### src/rtl/fifo_wr_arb.sv
// Round-robin write-port arbiter sharing one FIFO write port among NUM_REQ requesters.
// Define FIFO_WR_ARB_BURST_EN to let a granted requester hold the port for up to MAX_BURST words.
module fifo_wr_arb #(
    parameter int unsigned DATA_WIDTH = 8,
    parameter int unsigned NUM_REQ    = 4,
    parameter int unsigned MAX_BURST  = 4
) (
    input  logic                            clk_i,
    input  logic                            rst_i,
    input  logic [NUM_REQ-1:0]              req_i,
    input  logic [NUM_REQ*DATA_WIDTH-1:0]   req_data_i,
    input  logic                            full_i,
    output logic [NUM_REQ-1:0]              ack_o,
    output logic                            w_inc_o,
    output logic [DATA_WIDTH-1:0]           wr_data_o,
    output logic [$clog2(NUM_REQ)-1:0]      gnt_id_o,
    output logic [15:0]                     wr_cnt_o
);

    localparam int unsigned ID_W   = $clog2(NUM_REQ);
    localparam int unsigned CNT_W  = 16;
    localparam int unsigned BCNT_W = 4;
    localparam logic [ID_W-1:0] LAST_ID = ID_W'(NUM_REQ - 1);

    generate
        if (NUM_REQ < 2 || NUM_REQ > 8 || MAX_BURST < 1 || MAX_BURST > 15) begin : g_bad_cfg
            $error("fifo_wr_arb: NUM_REQ must be 2..8 and MAX_BURST 1..15");
        end
    endgenerate

    function automatic logic [ID_W-1:0] inc_id(input logic [ID_W-1:0] id);
        return (id == LAST_ID) ? '0 : id + ID_W'(1);
    endfunction

    logic [ID_W-1:0]  ptr_q, ptr_d;
    logic [ID_W-1:0]  gnt_id_q, gnt_id_d;
    logic [CNT_W-1:0] wr_cnt_q, wr_cnt_d;
    logic [ID_W-1:0]  start;
    logic [ID_W-1:0]  scan;
    logic [ID_W-1:0]  win;
    logic             found;
    logic             accept;

`ifdef FIFO_WR_ARB_BURST_EN
    localparam logic [0:0] ST_ARB  = 1'b0;
    localparam logic [0:0] ST_LOCK = 1'b1;

    logic [0:0]        state_q, state_d;
    logic [ID_W-1:0]   owner_q, owner_d;
    logic [BCNT_W-1:0] bcnt_q, bcnt_d;
    logic [BCNT_W-1:0] bcnt_inc;
    logic              owner_hold;
`endif

    // Winner select: rotating scan from the pointer; a live burst owner overrides it.
    always_comb begin
        start = ptr_q;
        found = 1'b0;
        win   = '0;
`ifdef FIFO_WR_ARB_BURST_EN
        owner_hold = (state_q == ST_LOCK) && req_i[owner_q];
        if (state_q == ST_LOCK) begin
            start = inc_id(owner_q);
        end
`endif
        scan = start;
        for (int k = 0; k < int'(NUM_REQ); k++) begin
            if (!found && req_i[scan]) begin
                found = 1'b1;
                win   = scan;
            end
            scan = inc_id(scan);
        end
`ifdef FIFO_WR_ARB_BURST_EN
        if (owner_hold) begin
            found = 1'b1;
            win   = owner_q;
        end
`endif
        accept = found && !full_i && !rst_i;
    end

    // Zero-latency write port towards the FIFO.
    always_comb begin
        ack_o     = '0;
        w_inc_o   = accept;
        wr_data_o = '0;
        if (accept) begin
            ack_o[win] = 1'b1;
            wr_data_o  = req_data_i[32'(win) * DATA_WIDTH +: DATA_WIDTH];
        end
    end

    always_comb begin
        ptr_d    = ptr_q;
        gnt_id_d = gnt_id_q;
        wr_cnt_d = wr_cnt_q;
        if (accept) begin
            gnt_id_d = win;
            wr_cnt_d = wr_cnt_q + CNT_W'(1);
        end
`ifdef FIFO_WR_ARB_BURST_EN
        state_d  = state_q;
        owner_d  = owner_q;
        bcnt_d   = bcnt_q;
        bcnt_inc = bcnt_q + BCNT_W'(1);
        case (state_q)
            ST_LOCK: begin
                if (!full_i) begin
                    if (owner_hold) begin
                        bcnt_d = bcnt_inc;
                        if (bcnt_inc == BCNT_W'(MAX_BURST)) begin
                            state_d = ST_ARB;
                            ptr_d   = inc_id(owner_q);
                            bcnt_d  = '0;
                        end
                    end else begin
                        // Owner went idle: release and let the same-cycle winner start its own burst.
                        state_d = ST_ARB;
                        ptr_d   = inc_id(owner_q);
                        bcnt_d  = '0;
                        if (accept) begin
                            owner_d = win;
                            bcnt_d  = BCNT_W'(1);
                            if (MAX_BURST == 1) begin
                                ptr_d = inc_id(win);
                            end else begin
                                state_d = ST_LOCK;
                            end
                        end
                    end
                end
            end
            default: begin
                if (accept) begin
                    owner_d = win;
                    bcnt_d  = BCNT_W'(1);
                    if (MAX_BURST == 1) begin
                        ptr_d = inc_id(win);
                    end else begin
                        state_d = ST_LOCK;
                    end
                end
            end
        endcase
`else
        if (accept) begin
            ptr_d = inc_id(win);
        end
`endif
    end

    always_ff @(posedge clk_i or posedge rst_i) begin
        if (rst_i) begin
            ptr_q    <= '0;
            gnt_id_q <= '0;
            wr_cnt_q <= '0;
`ifdef FIFO_WR_ARB_BURST_EN
            state_q  <= ST_ARB;
            owner_q  <= '0;
            bcnt_q   <= '0;
`endif
        end else begin
            ptr_q    <= ptr_d;
            gnt_id_q <= gnt_id_d;
            wr_cnt_q <= wr_cnt_d;
`ifdef FIFO_WR_ARB_BURST_EN
            state_q  <= state_d;
            owner_q  <= owner_d;
            bcnt_q   <= bcnt_d;
`endif
        end
    end

    assign gnt_id_o = gnt_id_q;
    assign wr_cnt_o = wr_cnt_q;

endmodule

### config.mk
export PLATFORM = sky130hd
export DESIGN_NAME = fifo_wr_arb
export DESIGN_NICKNAME = d
export VERILOG_FILES = /design/src/rtl/fifo_wr_arb.sv
export SDC_FILE = /design/constraint.sdc
export NUM_CORES = 1
export LEC_CHECK = 0
export CORE_MARGIN = 2
export CORE_UTILIZATION = 61
export CTS_CLUSTER_DIAMETER = 60
export CTS_CLUSTER_SIZE = 24
export DETAILED_ROUTE_END_ITERATION = 16
export DONT_BUFFER_PORTS = 1
export GPL_TIMING_DRIVEN = 0
export PLACE_DENSITY = 0.89
export SLEW_MARGIN = 25
export SYNTH_ARGS = -nofsm -noshare
export SYNTH_HDL_FRONTEND = slang
export SYNTH_SLANG_ARGS = --single-unit
### constraint.sdc
create_clock -name clk_i -period 2.95 [get_ports clk_i]
set_input_delay 0.295 -clock clk_i [delete_from_list [all_inputs] [get_ports clk_i]]
set_output_delay 0.295 -clock clk_i [all_outputs]
set_load 0.01 [all_outputs]
==> results of run 1 <==
routing by layer:
layer | vias up | track usage | share of wire
li1 | 605 | - | -
met1 | 644 | 0.2820 | 0.37
met2 | 79 | 0.4797 | 0.54
met3 | 8 | 0.04444 | 0.076
met4 | 0 | 0.09829 | 0.016
met5 | - | 0 | 0
cells in the mapped netlist (all sizes together), types with 2 or more instances:
cell    number  area, sq um
xor2        13        113.9
dfrtp       20        500.5
nor3         9        45.04
nand3        8        40.04
ha           6        75.07
o21ai        3        15.01
nor2         7        28.78
mux2i       18        180.2
nand2b       2        12.51
mux2         3        33.78
a21oi        6        30.03
nor4         3        18.77
and3         7        45.05
inv          5        18.77
o31ai        2        15.01
o22ai        9        56.30
clkbuf       3        11.26
xnor2        2        17.52
nand2        7        26.28
buf          5        50.04
nand4        7        43.79
sequential cells by signal (all words and copies together) (netlist names):
register  flops
wr_cnt_o     16
ptr_q         2
gnt_id_o      2
cell families (layout without fill, tap and decap cells):
| kind of cell | count (synthesis) | after routing | share of synthesized area |
|---|---|---|---|
| XOR/XNOR | 15 | 15 | 0.08649 |
| adder cells (fa/ha/maj) | 6 | 6 | 0.04942 |
| buffers and inverters | 13 | 19 | 0.05271 |
| AND/OR/NAND/NOR | 59 | 59 | 0.2158 |
| AO/OA/AOI/OAI | 25 | 25 | 0.1104 |
| flip-flops | 20 | 20 | 0.3295 |
| multiplexers | 22 | 22 | 0.1557 |
final cells by class:
type / instances / share of cell area
Clock inverter: 1 / 0.01696
Tap cell: 30 / 0.02120
Inverter: 5 / 0.01060
Clock buffer: 3 / 0.01272
Buffer: 7 / 0.03392
Sequential cell: 20 / 0.2827
Multi-Input combinational cell: 127 / 0.6092
Timing Repair Buffer: 3 / 0.01272
stage by stage:
step | setup slack, ns | power [mW] | instance area [sq um] | util
CTS | -0.03618 | 1.657 | 1624 | 0.6739
global route | -0.03865 | 1.960 | 1770 | 0.7347
detailed placement | 0.2880 | 1.416 | 1556 | 0.6459
finish | 0.05697 | 1.855 | 1770 | 0.7347
global placement | 0.3352 | 1.363 | 1556 | 0.6459
floorplan | 0.5172 | 1.245 | 1519 | -
how the worst max path moves through the flow:
stage               slack, ns           end      from
CTS                     -0.04  wr_data_o[6]  ptr_q[1]
detailed placement       0.29  wr_data_o[6]  ptr_q[1]
floorplan                0.52  wr_data_o[0]  ptr_q[1]
global route            -0.04  wr_data_o[7]  ptr_q[0]
finish                   0.06  wr_data_o[7]  ptr_q[0]
global placement         0.34  wr_data_o[6]  ptr_q[1]
power by group through the flow:
stage	combinational (mW)	clock, mW	sequential [mW]
final	1.13	0.232	0.498
after detailed placement	0.908	0	0.508
after global routing	1.20	0.244	0.514
after global placement	0.862	0	0.501
after CTS	0.925	0.231	0.501
after floorplan	0.771	0	0.474
cells in the final DEF (no fill, tap or decap), drive strengths merged:
master  count
nand3b      1
mux2        3
o22ai       9
xor2       13
bufinv      1
or3b        1
ha          6
o21ai       3
and4        1
nand4       7
nor2b       1
a21o        1
mux4        1
xnor2       2
nand3       8
o31ai       2
nand2       7
nand2b      2
nor2        7
buf         7
nor4b       1
a21bo       1
mux2i      18
a211o       1
a211oi      1
nor3        9
or3         1
clkbuf      6
or2         1
a21oi       6
nor4        3
and3        7
inv         5
dfrtp      20
and2        1
nand4b      1
a311o       1
timing repair:
| action | in CTS | in global routing |
|---|---|---|
| endpoints found under the hold margin | 0 | 0 |
| pin swaps | 1 | 1 |
| setup buffers | 2 | 1 |
| endpoints found under the setup margin | 8 | 12 |
| gates resized for setup | 0 | 25 |
==> results.toml, run 1 <==
[status]
outcome = "complete, but fails checks"
violations = "hold timing"

[place]
numPortBuffers = 0
placed_cells = 190
place_congestion = 0.8017
dpl.hpwl_microns = 2773

[layout]
fill_cells = 165
multiInputGateArea_sq_mm = 0.001079
final_nets = 212
final_cells = 196
seq_area_sq_um = 500.5
drive_above_1_share = 0.2289
num_antenna_cells = 0
syn2layout_area_growth_pct = 16.56

[clock_network]
htree_levels = 1
path_clk_slew_ns = 0.13
clockBufferDepth = 2
root_buffer = "clkbuf_4"
insertion_delay_ns = 0.31
cts_hold_buf = 0
cts.sinks = 20
cts_buffers = 3
cts_tree = "built"

[pwr]
switchingPower_mw = 0.8506
power_density_mw_per_mm2 = 1048
pwr-share-clk = 0.125
power_leakage_nw = 0.7872
seq_power_share = 0.268
ir_drop_v = 0.0009074
internal-power_mw = 1.005
combPwrFrac = 0.607
sw_frac_of_total = 0.4585

[synthesis]
ys.flop_type = "dfrtp_1"
synth-seq-cells = 20
synth_area_sq_mm = 0.001519
synth_edf_count = 0
synth_warnings = 0
synth.avg_cell_area_sq_um = 9.493
ys_types = 41
synthesis.nets = 205
async_flop_share = 1.000
netlist_instances = 160
yosysSeqAreaShare = 0.3295

[sta]
worstMarginPinSlew_ns = 0.7527
fin_crit_sh = 0.9807
max_freq_ghz = 0.3457
min_period_ns = 2.893
fin_hold_ws_ns = -0.01849
maxSlewHeadroom = 0.4977
finalHoldViolations = 20
finalSetupViolations = 0
clock_skew_ns = 0.008421
slew_viol_final = 0
tns_ns = 0

[drt]
vias = 1336
ant_nets = 0
drc = 0
via_per_inst = 6.816
finalWirelength_microns = 3725
first_pass_iters = 4
wl_per_cell_microns = 19.01
drt_iter0_drc = 35

[grt]
grt_pass1_vias = 1279
overflow = 0
track_usage = 0.2558
grt_max_degree = 21
grt_pass1_wl_microns = 5402
antenna_found_initial = 0

[floorplanning]
num_rows = 18
design.core.area_sq_mm = 0.002410
die_w_microns = 53.90
chipHeight_microns = 53.90
io_pins = 70
initial_core_util = 0.6303
dieArea_sq_mm = 0.002905

[worst_setup_path]
criticalPathCategory = "flop to primary output"
rr_endpoint = "wr_cnt_o[14]"
max_stage_delay_ns = 0.42
r2r_cells = 8
cp.arrival_ns = 2.60
start_kind = "flop"
rr_startpoint = "ptr_q[0]"
worst-path-max-fanout = 11
critPathBufInv = 3
path_depth = 9
critPathSlowestCell = "dfrtp_1"
r2r_slack_ns = 0.62
path_delay_family = "buffers and inverters"
path_cells = "ha_1, clkbuf_4, nor4b_2, a211oi_2, o22ai_1, buf_6, buf_8, mux2i_1, o22ai_4"
endpoint_kind = "primary output"
cp.required_ns = 2.65

[worst_hold_path]
hp-class = "input pin to async pin"

[run]
cap_violations = 0
No activity file was read; power rests on OpenSTA's default activity.
==> run 2: changes to the inputs <==
--- a/config.mk
+++ b/config.mk
@@ -6,13 +6,12 @@
 export NUM_CORES = 1
 export LEC_CHECK = 0
 export CORE_MARGIN = 2
-export CORE_UTILIZATION = 61
+export CORE_UTILIZATION = 41
 export CTS_CLUSTER_DIAMETER = 60
 export CTS_CLUSTER_SIZE = 24
 export DETAILED_ROUTE_END_ITERATION = 16
-export DONT_BUFFER_PORTS = 1
 export GPL_TIMING_DRIVEN = 0
-export PLACE_DENSITY = 0.89
+export PLACE_DENSITY = 0.92
 export SLEW_MARGIN = 25
 export SYNTH_ARGS = -nofsm -noshare
 export SYNTH_HDL_FRONTEND = slang
==> results.toml, run 2 (synthesis results as in run 1) <==
[clock_network]
root_buffer = "clkbuf_8"
cts_tree = "built"
htree_levels = 1
path_clk_slew_ns = 0.07
cts.sinks = 20
clockBufferDepth = 2
cts_buffers = 3
cts_hold_buf = 0
insertion_delay_ns = 0.26

[drt]
first_pass_iters = 4
drt_iter0_drc = 77
drc = 0
vias = 1625
via_per_inst = 5.546
ant_nets = 0
wl_per_cell_microns = 15.69
finalWirelength_microns = 4597

[sta]
fin_crit_sh = 1.022
maxSlewHeadroom = 0.5122
tns_ns = -0.08075
worst_slack_ns = -0.06419
max_freq_ghz = 0.3318
slew_viol_final = 0
finalHoldViolations = 0
rsz0062_at_grt = "yes"
worstMarginPinSlew_ns = 0.7309
clock_skew_ns = 0.001279
min_period_ns = 3.014
finalSetupViolations = 2

[worst_setup_path]
path_common_cell = "ha_1"
rr_endpoint = "ptr_q[1]"
cp-startpoint = "ptr_q[0]"
path_cells = "ha_1, buf_6, or3b_4, a21oi_4, o31ai_2, nand2_1, buf_4, ha_1, and3_1, dlygate4sd2_1"
max_stage_delay_ns = 0.38
endpoint = "ack_o[0]"
endpoint_kind = "primary output"
criticalPathCategory = "flop to primary output"
rr_startpoint = "ptr_q[0]"
r2r_cells = 8
cp.required_ns = 2.65
r2r_slack_ns = 0.73
critPathSlowestCell = "dfrtp_1"
worst-path-max-fanout = 5
start_kind = "flop"
cp.arrival_ns = 2.72

[layout]
largest_reg_flops = 16
final_util = 0.6690
stdcell_area_sq_mm = 0.002412
final_nets = 291
num_antenna_cells = 0
mostFrequentLayoutCell = "clkdlybuf4s50_1"
drive_above_1_share = 0.2041
syn2layout_area_growth_pct = 58.81
mostFrequentLayoutCells = "clkdlybuf4s50_1, dfrtp_1, mux2i_1, xor2_1, buf_4"

[floorplanning]
initial_core_util = 0.4212
design.core.area_sq_mm = 0.003606
io_pins = 70
num_rows = 22
chipHeight_microns = 64.87
dieArea_sq_mm = 0.004207
die_w_microns = 64.87

[place]
dpl_cell_area_sq_mm = 0.002270
place_congestion = 0.7941
dpl_worst_slack_ns = -0.3418
dpl.hpwl_microns = 3116
numPortBuffers = 69

[grt]
grt_max_degree = 21
track_usage = 0.2099
grt_pass1_wl_microns = 6913
grt_pass1_vias = 1527
overflow = 0
antenna_found_initial = 0

[pwr]
power_density_mw_per_mm2 = 873.6
power_leakage_nw = 1.129
ir_drop_v = 0.0004468

[worst_hold_path]
min_from = "wr_cnt_o[15]"
hp-class = "flop to flop"

[status]
outcome = "complete, but fails checks"
violations = "setup timing"

[run]
cap_violations = 0
run 2: how the worst min path moves through the flow:
stage / cells past startpoint / slack [ns] / endpoint
2_1_floorplan: 1 / 0.26 / gnt_id_o[0]
4_1_cts: 1 / 0.47 / wr_cnt_o[15]
6_report: 1 / 0.46 / wr_cnt_o[15]
5_1_grt: 1 / 0.48 / wr_cnt_o[15]
3_3_place_gp: 1 / 0.46 / wr_cnt_o[15]
3_5_place_dp: 1 / 0.46 / wr_cnt_o[15]
run 2: through the flow:
stage / power [mW] / hold slack, ns / std cells
floorplan: 1.245 / 0.2588 / 160
global placement: 1.651 / 0.4564 / 277
detailed placement: 1.692 / 0.4632 / 277
CTS: 1.910 / 0.4722 / 287
global route: 2.244 / 0.4825 / 293
finish: 2.107 / 0.4644 / 293
run 2: final cells by class:
type                            instances  area (sq um)
Sequential cell                        20         500.5
Inverter                                5         18.77
Multi-Input combinational cell        127         984.7
Timing Repair Buffer                   81         725.7
Fill cell                             272          1194
Buffer                                  8         67.56
Clock buffer                            4         55.05
Tap cell                               48         60.06
run 2: layer usage:
| layer | GRT usage | vias to the layer above | wire, microns |
|---|---|---|---|
| li1 | - | 762 | - |
| met1 | 0.2579 | 779 | 1846 |
| met2 | 0.3660 | 74 | 2399 |
| met3 | 0.04514 | 10 | 245 |
| met4 | 0.06383 | 0 | 106 |
| met5 | 0 | - | 0 |
run 2: repair_timing:
action,in CTS,in global routing
pin swaps,4,3
cloned,0,1
buffers inserted,6,5
setup endpoints to repair,12,13
gates resized for setup,45,9
run 2: power by group:
group / total, mW / internal, mW / switching [mW] / leakage (nW)
Combinational: 1.45 / 0.763 / 0.686 / 0.853
Clock: 0.204 / 0.119 / 0.0857 / 0.0288
Sequential: 0.454 / 0.355 / 0.0991 / 0.248
run 2: critical path, delay by kind of cell, from the launching register on:
kind,cells,cell delay (ns)
AO/OA/AOI/OAI,2,0.41
adder cells (fa/ha/maj),2,0.51
buffers and inverters,3,0.60
flip-flops,1,0.38
AND/OR/NAND/NOR,3,0.55
